File: config.mk
export PLATFORM = sky130hd
export DESIGN_NAME = idli_ibuf_m
export DESIGN_NICKNAME = d
export VERILOG_FILES = /design/src/rtl/idli_pkg.sv /design/src/rtl/idli_ibuf_fifo_m.sv /design/src/rtl/idli_ibuf_m.sv
export SDC_FILE = /design/constraint.sdc
export NUM_CORES = 1
export LEC_CHECK = 0
export CORE_UTILIZATION = 55
export CTS_BUF_LIST = sky130_fd_sc_hd__clkbuf_4 sky130_fd_sc_hd__clkbuf_8 sky130_fd_sc_hd__clkbuf_16
export DETAILED_ROUTE_END_ITERATION = 8
export DONT_BUFFER_PORTS = 1
export HOLD_SLACK_MARGIN = 0.08
export PLACE_DENSITY = 0.7
export REMOVE_ABC_BUFFERS = 1
export SYNTH_ARGS = -nofsm -noshare
export SYNTH_HDL_FRONTEND = slang
export SYNTH_SLANG_ARGS = --single-unit
export TNS_END_PERCENT = 20
File: constraint.sdc
create_clock -name i_core_gck -period 2.2 [get_ports i_core_gck]
set_input_delay 0.33 -clock i_core_gck [delete_from_list [all_inputs] [get_ports i_core_gck]]
set_output_delay 0.33 -clock i_core_gck [all_outputs]
set_load 0.01 [all_outputs]
File: src/rtl/idli_pkg.sv
// Shared definitions for the idli instruction fetch path.
//   INSTR_W    : instruction width in bits
//   NIB_W      : SQI nibble width in bits
//   IBUF_DEPTH : default instruction buffer depth
//   instr_t    : one instruction word
//   ibuf_cnt_t : instruction buffer occupancy count (default depth)
package idli_pkg;

  localparam int unsigned INSTR_W    = 16;
  localparam int unsigned NIB_W      = 4;
  localparam int unsigned IBUF_DEPTH = 2;
  localparam int unsigned IBUF_CNT_W = $clog2(IBUF_DEPTH) + 1;

  typedef logic [INSTR_W-1:0]    instr_t;
  typedef logic [IBUF_CNT_W-1:0] ibuf_cnt_t;

endpackage

File: src/rtl/idli_ibuf_fifo_m.sv
// Generic DEPTH-entry synchronous FIFO used by the instruction buffer.
//   i_core_gck   : clock, rising edge
//   i_core_rst_n : asynchronous active-low reset (clears pointers, count, data)
//   i_push       : write i_push_data; accepted when not full or popping
//   i_pop        : advance head; ignored when empty
//   i_flush      : empty the FIFO, overrides push and pop
//   o_head       : head entry (combinational from storage)
//   o_cnt        : occupied entries
//   o_full       : cnt == DEPTH
//   o_empty      : cnt == 0
module idli_ibuf_fifo_m
  import idli_pkg::*;
#(
  parameter int unsigned DEPTH = 2,
  parameter int unsigned WIDTH = INSTR_W
) (
  input  logic                     i_core_gck,
  input  logic                     i_core_rst_n,
  input  logic                     i_push,
  input  logic [WIDTH-1:0]         i_push_data,
  input  logic                     i_pop,
  input  logic                     i_flush,
  output logic [WIDTH-1:0]         o_head,
  output logic [$clog2(DEPTH):0]   o_cnt,
  output logic                     o_full,
  output logic                     o_empty
);

  localparam int unsigned PTR_W = $clog2(DEPTH);
  localparam int unsigned CNT_W = PTR_W + 1;

  logic [WIDTH-1:0] mem [DEPTH];
  logic [PTR_W-1:0] wr_ptr;
  logic [PTR_W-1:0] rd_ptr;
  logic [CNT_W-1:0] cnt;
  logic             do_push;
  logic             do_pop;

  assign o_full  = (cnt == CNT_W'(DEPTH));
  assign o_empty = (cnt == '0);
  assign o_head  = mem[rd_ptr];
  assign o_cnt   = cnt;

  // A push into a full FIFO is still taken when the head leaves at the same edge.
  assign do_pop  = i_pop && !o_empty;
  assign do_push = i_push && (!o_full || do_pop);

  always_ff @(posedge i_core_gck or negedge i_core_rst_n) begin
    if (!i_core_rst_n) begin
      wr_ptr <= '0;
      rd_ptr <= '0;
      cnt    <= '0;
      for (int unsigned i = 0; i < DEPTH; i++) begin
        mem[i] <= '0;
      end
    end else if (i_flush) begin
      wr_ptr <= '0;
      rd_ptr <= '0;
      cnt    <= '0;
    end else begin
      if (do_push) begin
        mem[wr_ptr] <= i_push_data;
        wr_ptr      <= wr_ptr + 1'b1;
      end
      if (do_pop) begin
        rd_ptr <= rd_ptr + 1'b1;
      end
      case ({do_push, do_pop})
        2'b10:   cnt <= cnt + 1'b1;
        2'b01:   cnt <= cnt - 1'b1;
        default: cnt <= cnt;
      endcase
    end
  end

endmodule

File: src/rtl/idli_ibuf_m.sv
// Instruction fetch buffer between the SQI read path and the decoder.
// Assembles NIBBLES-nibble instructions (least-significant nibble first) and
// queues them in a DEPTH-entry FIFO presented to decode with valid/accept.
//   i_core_gck     : core clock, rising edge
//   i_core_rst_n   : asynchronous active-low reset
//   i_ibuf_nib     : SQI read nibble
//   i_ibuf_nib_vld : nibble valid this cycle
//   i_ibuf_flush   : drop all buffered and partial instructions
//   o_ibuf_instr   : head-of-FIFO instruction
//   o_ibuf_vld     : head entry valid
//   i_ibuf_acp     : decode accepts head entry
//   o_ibuf_space   : at least one free entry
//   o_ibuf_cnt     : occupied entries
//   o_ibuf_ovf     : sticky overflow (word dropped), cleared by flush
module idli_ibuf_m
  import idli_pkg::*;
#(
  parameter int unsigned DEPTH   = 2,
  parameter int unsigned NIBBLES = 4
) (
  input  logic                       i_core_gck,
  input  logic                       i_core_rst_n,
  input  logic [NIB_W-1:0]           i_ibuf_nib,
  input  logic                       i_ibuf_nib_vld,
  input  logic                       i_ibuf_flush,
  output logic [NIB_W*NIBBLES-1:0]   o_ibuf_instr,
  output logic                       o_ibuf_vld,
  input  logic                       i_ibuf_acp,
  output logic                       o_ibuf_space,
  output logic [$clog2(DEPTH):0]     o_ibuf_cnt,
  output logic                       o_ibuf_ovf
);

  localparam int unsigned W    = NIB_W * NIBBLES;
  localparam int unsigned NC_W = $clog2(NIBBLES);

  logic [NC_W-1:0]    nib_cnt;
  logic [W-NIB_W-1:0] shreg;
  logic [W-1:0]       push_word;
  logic               word_done;
  logic               fifo_full;
  logic               fifo_empty;
  logic               pop;

  assign word_done = i_ibuf_nib_vld && (nib_cnt == NC_W'(NIBBLES - 1));
  assign pop       = !fifo_empty && i_ibuf_acp;

  // The final nibble bypasses the shift register so the word is pushed at
  // the same edge it completes.
  always_comb begin
    push_word = {i_ibuf_nib, shreg};
  end

  always_ff @(posedge i_core_gck or negedge i_core_rst_n) begin
    if (!i_core_rst_n) begin
      nib_cnt    <= '0;
      shreg      <= '0;
      o_ibuf_ovf <= 1'b0;
    end else if (i_ibuf_flush) begin
      nib_cnt    <= '0;
      o_ibuf_ovf <= 1'b0;
    end else begin
      if (i_ibuf_nib_vld) begin
        nib_cnt <= word_done ? '0 : nib_cnt + 1'b1;
        for (int unsigned k = 0; k < NIBBLES - 1; k++) begin
          if (nib_cnt == NC_W'(k)) begin
            shreg[k*NIB_W +: NIB_W] <= i_ibuf_nib;
          end
        end
      end
      if (word_done && fifo_full && !pop) begin
        o_ibuf_ovf <= 1'b1;
      end
    end
  end

  idli_ibuf_fifo_m #(
    .DEPTH (DEPTH),
    .WIDTH (W)
  ) u_fifo (
    .i_core_gck   (i_core_gck),
    .i_core_rst_n (i_core_rst_n),
    .i_push       (word_done),
    .i_push_data  (push_word),
    .i_pop        (i_ibuf_acp),
    .i_flush      (i_ibuf_flush),
    .o_head       (o_ibuf_instr),
    .o_cnt        (o_ibuf_cnt),
    .o_full       (fifo_full),
    .o_empty      (fifo_empty)
  );

  assign o_ibuf_vld   = !fifo_empty;
  assign o_ibuf_space = !fifo_full;

endmodule

* Word-level counts from Yosys, hierarchy flattened *
Cells that the tools add are included.

word-level totals
  register bits after elaboration = 51
  input port bits = 9
  output and inout bits = 21

operators by class
  add/sub/neg operators = 5
  $lt $le $gt $ge = 3
  eq/ne operators = 6
  multiplexer cells = 17
  bitwise gates (word level) = 3
  reduce and logical (&&, ||, !) cells = 21

operators with widths
  cell                 number
  $mux 16              4
  $bwmux 32            1
  $demux 16 s1         1
  $reduce_and 3->1     3
  $eq 2x2->1 const B   4
  $mux 2               4
  $reduce_bool 2->1    4
  $logic_and 1x1->1    6
  $mux 1               6
  $add 2x1->2 const B  2
  $eq 2x1->1 const B   2
  $ge 2x2->1 const B   2
  $logic_not 2->1      2
  $not 1->2            2
  $pmux 2 s2           1
  $logic_not 1->1      3
  $reduce_bool 3->1    1
  $add 1x1->1 const B  2
  $lt 2x1->1 const B   1
  $reduce_and 2->1     1
  $sub 2x1->2 const B  1
  $logic_or 1x1->1     1
  $not 1->1            1

* Depth between registers and ports, before layout *
  depth in word-level cells = 8
  gate-level depth with buffers = 6
  gate-level depth less buffers = 4

* Hierarchy *
Synthesis repeated with hierarchy kept, for this count alone.

unflattened totals
  cell total of the unflattened synthesis = 160
  area, all modules = 2,378.5 µm²

modules (own cells, without submodules)
  module            times used  cells each  area an instance (µm²)
  idli_ibuf_fifo_m  1           110         1,657.8
  idli_ibuf_m       1           50          720.7

* Worst setup path after synthesis *
Ideal clock, no wire load.

  path kind = flip-flop to flip-flop
  start point = register u_fifo.cnt[1], in the netlist u_fifo.o_cnt[1]
  end point = register u_fifo.mem[23] (netlist bit)
  library setup time = 0.125 ns
  arrival = 1.710 ns
  required time = 2.075 ns
  path slack = 0.365 ns
  cell stages (with the launch flop) = 6
  buffers on the path = 2
  clock period less this slack = 1.835 ns
  cells stage by stage = dfrtp_1 > nor3b_2 > or4_1 > buf_6 > buf_12 > mux2_4

on the way
  word-level cells in the longest chain between the ends = 6
  elaborated cells on any way between the ends = 8
  classes of those cells = 1 x eq/ne; 7 x reduce/logical

ends and longest elaborated chain
  element                                line                    RTL
  start: declaration                     idli_ibuf_fifo_m.sv:35  logic [CNT_W-1:0] cnt;
  start signal: assignment               idli_ibuf_fifo_m.sv:69  2'b10: cnt <= cnt + 1'b1;
  start signal: assignment               idli_ibuf_fifo_m.sv:70  2'b01: cnt <= cnt - 1'b1;
  start signal: assignment               idli_ibuf_fifo_m.sv:71  default: cnt <= cnt;
  $logic_not 2->1                        idli_ibuf_fifo_m.sv:40  assign o_empty = (cnt == '0);
  $logic_not 1->1                        idli_ibuf_fifo_m.sv:45  assign do_pop = i_pop && !o_empty;
  $logic_and 1x1->1                      idli_ibuf_fifo_m.sv:45
  $logic_or 1x1->1 (*)                   idli_ibuf_fifo_m.sv:46  assign do_push = i_push && (!o_full || do_pop);
  $logic_and 1x1->1 (*)                  idli_ibuf_fifo_m.sv:46
  $reduce_and 2->1 (no source line) (*)  --
  end signal: indexed assignment         idli_ibuf_fifo_m.sv:62  mem[wr_ptr] <= i_push_data;
  end: declaration                       idli_ibuf_fifo_m.sv:32  logic [WIDTH-1:0] mem [DEPTH];

Mark *: on every way between the ends. The rest lies on a longest branch, timed or not.
A chain may end at the register's enable or synchronous reset.

* Final worst setup path *
  start point = register nib_cnt[0]
  end point = register u_fifo.mem[29] (netlist bit)

on the way
  word-level cells in the longest chain between the ends = 4

ends and longest elaborated chain
  element                            line                    RTL
  start: declaration                 idli_ibuf_m.sv:37       logic [NC_W-1:0] nib_cnt;
  start signal: assignment           idli_ibuf_m.sv:64       nib_cnt <= word_done ? '0 : nib_cnt + 1'b1;
  $eq 2x2->1                         idli_ibuf_m.sv:45       assign word_done = i_ibuf_nib_vld && (nib_cnt == NC_W'(NIBBLES - 1));
  $logic_and 1x1->1                  idli_ibuf_m.sv:45
  $logic_and 1x1->1                  idli_ibuf_fifo_m.sv:46
  $reduce_and 2->1 (no source line)  --

No other way between the ends.

==> report_table.html <==
<table>
<tr><th>Metric</th><th>Value</th></tr>
<tr><th colspan="2">Run status</th></tr>
<tr><td>Run status</td><td>complete, no violations</td></tr>
<tr><th colspan="2">Critical path</th></tr>
<tr><td>Largest stage delay, worst path</td><td>420 ps</td></tr>
<tr><td>Crit end category</td><td>flip-flop</td></tr>
<tr><td>Crit Path Class</td><td>flip-flop to flip-flop</td></tr>
<tr><td>Critical path startpoint category</td><td>flip-flop</td></tr>
<tr><td>Data arrival, critical path</td><td>2100 ps</td></tr>
<tr><td>Count of buffer and inverter cells on the critical path</td><td>1</td></tr>
<tr><td>Required time of the worst setup path</td><td>2380 ps</td></tr>
<tr><td>Highest-delay cell along the critical path</td><td>sky130_fd_sc_hd__dfrtp_1</td></tr>
<tr><td>Cell family with the largest share of critical-path delay</td><td>simple AND/OR/NAND/NOR gates</td></tr>
<tr><td>CP max FO</td><td>17</td></tr>
<tr><td>Chain of cells forming the critical path</td><td>ha_1, nand2_1, or4_1, buf_4, mux2_4</td></tr>
<tr><th colspan="2">GRT</th></tr>
<tr><td>All-Layer GR Usage</td><td>0.187</td></tr>
<tr><td>Number of antenna violations at the first check in global routing</td><td>0</td></tr>
<tr><td>Global-route wire length before repair</td><td>6020 um</td></tr>
<tr><td>Vias in the first global route</td><td>1,247</td></tr>
<tr><td>Grt total ovfl</td><td>0</td></tr>
<tr><td>Pin count of the biggest net entering global routing</td><td>52</td></tr>
<tr><th colspan="2">Clock network</th></tr>
<tr><td>Root buffer selected by CTS</td><td>sky130_fd_sc_hd__clkbuf_8</td></tr>
<tr><td>Worst-path clk slew</td><td>80 ps</td></tr>
<tr><td>Number of gates resized after cts</td><td>0</td></tr>
<tr><td>H-tree levels</td><td>2</td></tr>
<tr><td>Number of buffers on the longest clock path</td><td>2</td></tr>
<tr><td>Total number of clock tree sinks</td><td>51</td></tr>
<tr><td>Post-CTS Hold Buffers</td><td>3</td></tr>
<tr><td>TritonCTS clock tree</td><td>done</td></tr>
<tr><td>Latest clock arrival within the worst-skew pair</td><td>300 ps</td></tr>
<tr><td>Post-CTS Setup Repair Bufs</td><td>0</td></tr>
<tr><td>Number of buffers created by CTS</td><td>5</td></tr>
<tr><th colspan="2">Synth</th></tr>
<tr><td>Cell Area, Synth</td><td>2330 um^2</td></tr>
<tr><td>Post-synth cell types</td><td>30</td></tr>
<tr><td>Post-synthesis instance total</td><td>158</td></tr>
<tr><td>Sequential fraction of the synthesis area</td><td>0.548</td></tr>
<tr><td>Number of flip-flops and latches in the synthesized netlist</td><td>51</td></tr>
<tr><td>Most used DFF post-synth</td><td>sky130_fd_sc_hd__dfrtp_1</td></tr>
<tr><td>EDFF count, synth</td><td>0</td></tr>
<tr><td>Yosys Warn Count</td><td>0</td></tr>
<tr><td>Post-synthesis async set-or-reset flop share</td><td>1.00</td></tr>
<tr><td>Post-synthesis area per instance</td><td>14.7 um^2</td></tr>
<tr><th colspan="2">Floorplanning</th></tr>
<tr><td>Initial Util</td><td>0.578</td></tr>
<tr><td># rows</td><td>23</td></tr>
<tr><td>Die outline area</td><td>4500 um^2</td></tr>
<tr><td>Floorplan die width</td><td>67.1 um</td></tr>
<tr><td>Count of pins on the block boundary</td><td>30</td></tr>
<tr><td>Placeable core area</td><td>4030 um^2</td></tr>
<tr><td>Chip height</td><td>67.1 um</td></tr>
<tr><th colspan="2">Place</th></tr>
<tr><td>IO Port Bufs</td><td>0</td></tr>
<tr><td>Routability-driven placement congestion ratio</td><td>0.742</td></tr>
<tr><td>DPL Wire Length</td><td>2490 um</td></tr>
<tr><th colspan="2">Min path</th></tr>
<tr><td>Worst min-delay path class</td><td>input port to flip-flop</td></tr>
<tr><th colspan="2">Finish</th></tr>
<tr><td>Top library cells by usage in the layout, fill and taps aside</td><td>sky130_fd_sc_hd__mux2_2, sky130_fd_sc_hd__dfrtp_1, sky130_fd_sc_hd__mux2_4</td></tr>
<tr><td>Final net count</td><td>177</td></tr>
<tr><td>Ratio of cells with drive above 1 in the final layout</td><td>0.461</td></tr>
<tr><td>Layout overhead on the synthesized area</td><td>6.77%</td></tr>
<tr><td>Antenna diode count</td><td>0</td></tr>
<tr><td>Final cell utilization of the core</td><td>0.617</td></tr>
<tr><td>Filler cells</td><td>322</td></tr>
<tr><th colspan="2">STA</th></tr>
<tr><td>Final critical delay including setup and external delays</td><td>1910 ps</td></tr>
<tr><td>Post-route fraction of the period consumed by the critical path</td><td>0.870</td></tr>
<tr><td>Worst clock skew</td><td>7.79 ps</td></tr>
<tr><td>Worst slew margin relative to its limit</td><td>0.709</td></tr>
<tr><td>Worst-margin pin slew</td><td>426 ps</td></tr>
<tr><td>Setup Total Neg Slack</td><td>0 ps</td></tr>
<tr><td>Slew Limit Fails</td><td>0</td></tr>
<tr><td>Setup violation total in the final timing report</td><td>0</td></tr>
<tr><td>Final-report hold violation count</td><td>0</td></tr>
<tr><td>Achievable clock frequency</td><td>522 MHz</td></tr>
<tr><td>WHS</td><td>89.5 ps</td></tr>
<tr><td>Unrepaired setup endpoints after global routing</td><td>false</td></tr>
<tr><th colspan="2">Route</th></tr>
<tr><td>TritonRoute pass-1 iters</td><td>4</td></tr>
<tr><td>Vias per Instance</td><td>5.75</td></tr>
<tr><td>Remaining antenna violation count</td><td>0</td></tr>
<tr><td>Vias</td><td>1,237</td></tr>
<tr><td>Post-route DRC violation count</td><td>0</td></tr>
<tr><td>Overall routed net length</td><td>3820 um</td></tr>
<tr><td>Drt initial violations</td><td>65</td></tr>
<tr><td>Per-cell routed wire length</td><td>17.8 um</td></tr>
<tr><th colspan="2">Run</th></tr>
<tr><td>Count of maximum capacitance violations</td><td>0</td></tr>
<tr><th colspan="2">Power</th></tr>
<tr><td>Leakage</td><td>1.24 nW</td></tr>
<tr><td>Pwr/cell area</td><td>768 nW/um^2</td></tr>
<tr><td>Worst-case vdd ir drop</td><td>0.460 mV</td></tr>
</table>
==> worst register-to-register path, delay by kind of cell (launching register included) <==
family / cells / cell delay (ps)
adder cells (fa/ha/maj): 1 / 320
flip-flops: 1 / 420
AND/OR/NAND/NOR: 2 / 500
multiplexers: 1 / 330
buffers and inverters: 1 / 240
==> sequential cells by signal, indices dropped and copies added (netlist names) <==
name	count
nib_cnt	2
o_ibuf_ovf	1
shreg	12
u_fifo.mem	32
u_fifo.o_cnt	2
u_fifo.rd_ptr	1
u_fifo.wr_ptr	1
==> through the flow <==
stage / cell area (um^2) / worst slack [ps] / power [mW] / std cells
global placement: 2340 / 374 / 1.36 / 203
detailed placement: 2340 / 302 / 1.38 / 203
global route: 2480 / 155 / 2.01 / 215
finish: 2480 / 286 / 1.91 / 215
floorplan: 2250 / 214 / 1.33 / 150
CTS: 2470 / 292 / 1.93 / 214
==> power breakdown <==
part	total (mW)	internal [mW]	leakage, nW	switching, mW
registers	1.13	1.05	0.684	0.0741
clock network	0.526	0.235	0.0446	0.291
logic	0.254	0.152	0.508	0.103
total	1.91	1.44	1.24	0.468
==> routing by layer <==
metal	vias up	track usage	wire, um
met2	31	0.293	1800
li1	567	-	-
met3	9	0.0377	155
met1	630	0.246	1790
met4	0	0.0878	68
met5	-	0	0
==> synth_stat cells (2+ instances only) <==
library cell / n / area (um^2)
sky130_fd_sc_hd__a21oi_1: 3 / 15.0
sky130_fd_sc_hd__buf_6: 3 / 33.8
sky130_fd_sc_hd__clkbuf_1: 2 / 7.51
sky130_fd_sc_hd__dfrtp_1: 51 / 1280
sky130_fd_sc_hd__ha_1: 4 / 50.1
sky130_fd_sc_hd__inv_1: 3 / 11.3
sky130_fd_sc_hd__mux2_2: 51 / 574
sky130_fd_sc_hd__mux2_4: 9 / 135
sky130_fd_sc_hd__mux2i_1: 2 / 20.0
sky130_fd_sc_hd__nand2_1: 6 / 22.5
sky130_fd_sc_hd__nand3b_1: 2 / 15.0
sky130_fd_sc_hd__nor2_1: 4 / 15.0
==> cell type report <==
type	count	area [um^2]	area share
Tap cell	50	62.6	0.0252
Multi-Input combinational cell	96	966	0.389
Clock inverter	2	12.5	0.00504
Timing Repair Buffer	7	80.1	0.0322
Inverter	3	11.3	0.00453
Sequential cell	51	1280	0.514
Clock buffer	6	76.3	0.0307
==> cells by family (layout without fill, tap and decap cells) <==
| logic type | count (synthesis) | count (layout) | share of synthesized area |
|---|---|---|---|
| muxes | 62 | 62 | 0.313 |
| DFF | 51 | 51 | 0.548 |
| adders and majority gates | 4 | 4 | 0.0215 |
| buffers and inverters | 11 | 18 | 0.0366 |
| AOI/OAI and AO/OA | 9 | 9 | 0.0269 |
| and+or+nand+nor | 20 | 20 | 0.0495 |
| xor gates and xnor gates | 1 | 1 | 0.00376 |
==> worst paths after layout <==
path | start | end | slack (ps) | cells past startpoint
worst max register to register | nib_cnt[0] | u_fifo.mem[29] | 290 | 5
min in group asynchronous | i_core_rst_n | u_fifo.mem[27] | 530 | 2
worst max-delay path | nib_cnt[0] | u_fifo.mem[29] | 290 | 5
worst min-delay path | i_ibuf_flush | nib_cnt[1] | 90 | 1
worst min register to register | u_fifo.mem[13] | u_fifo.mem[13] | 500 | 1
max in group asynchronous | i_core_rst_n | shreg[1] | 1440 | 2
No activity file was read; power rests on OpenSTA's default activity.
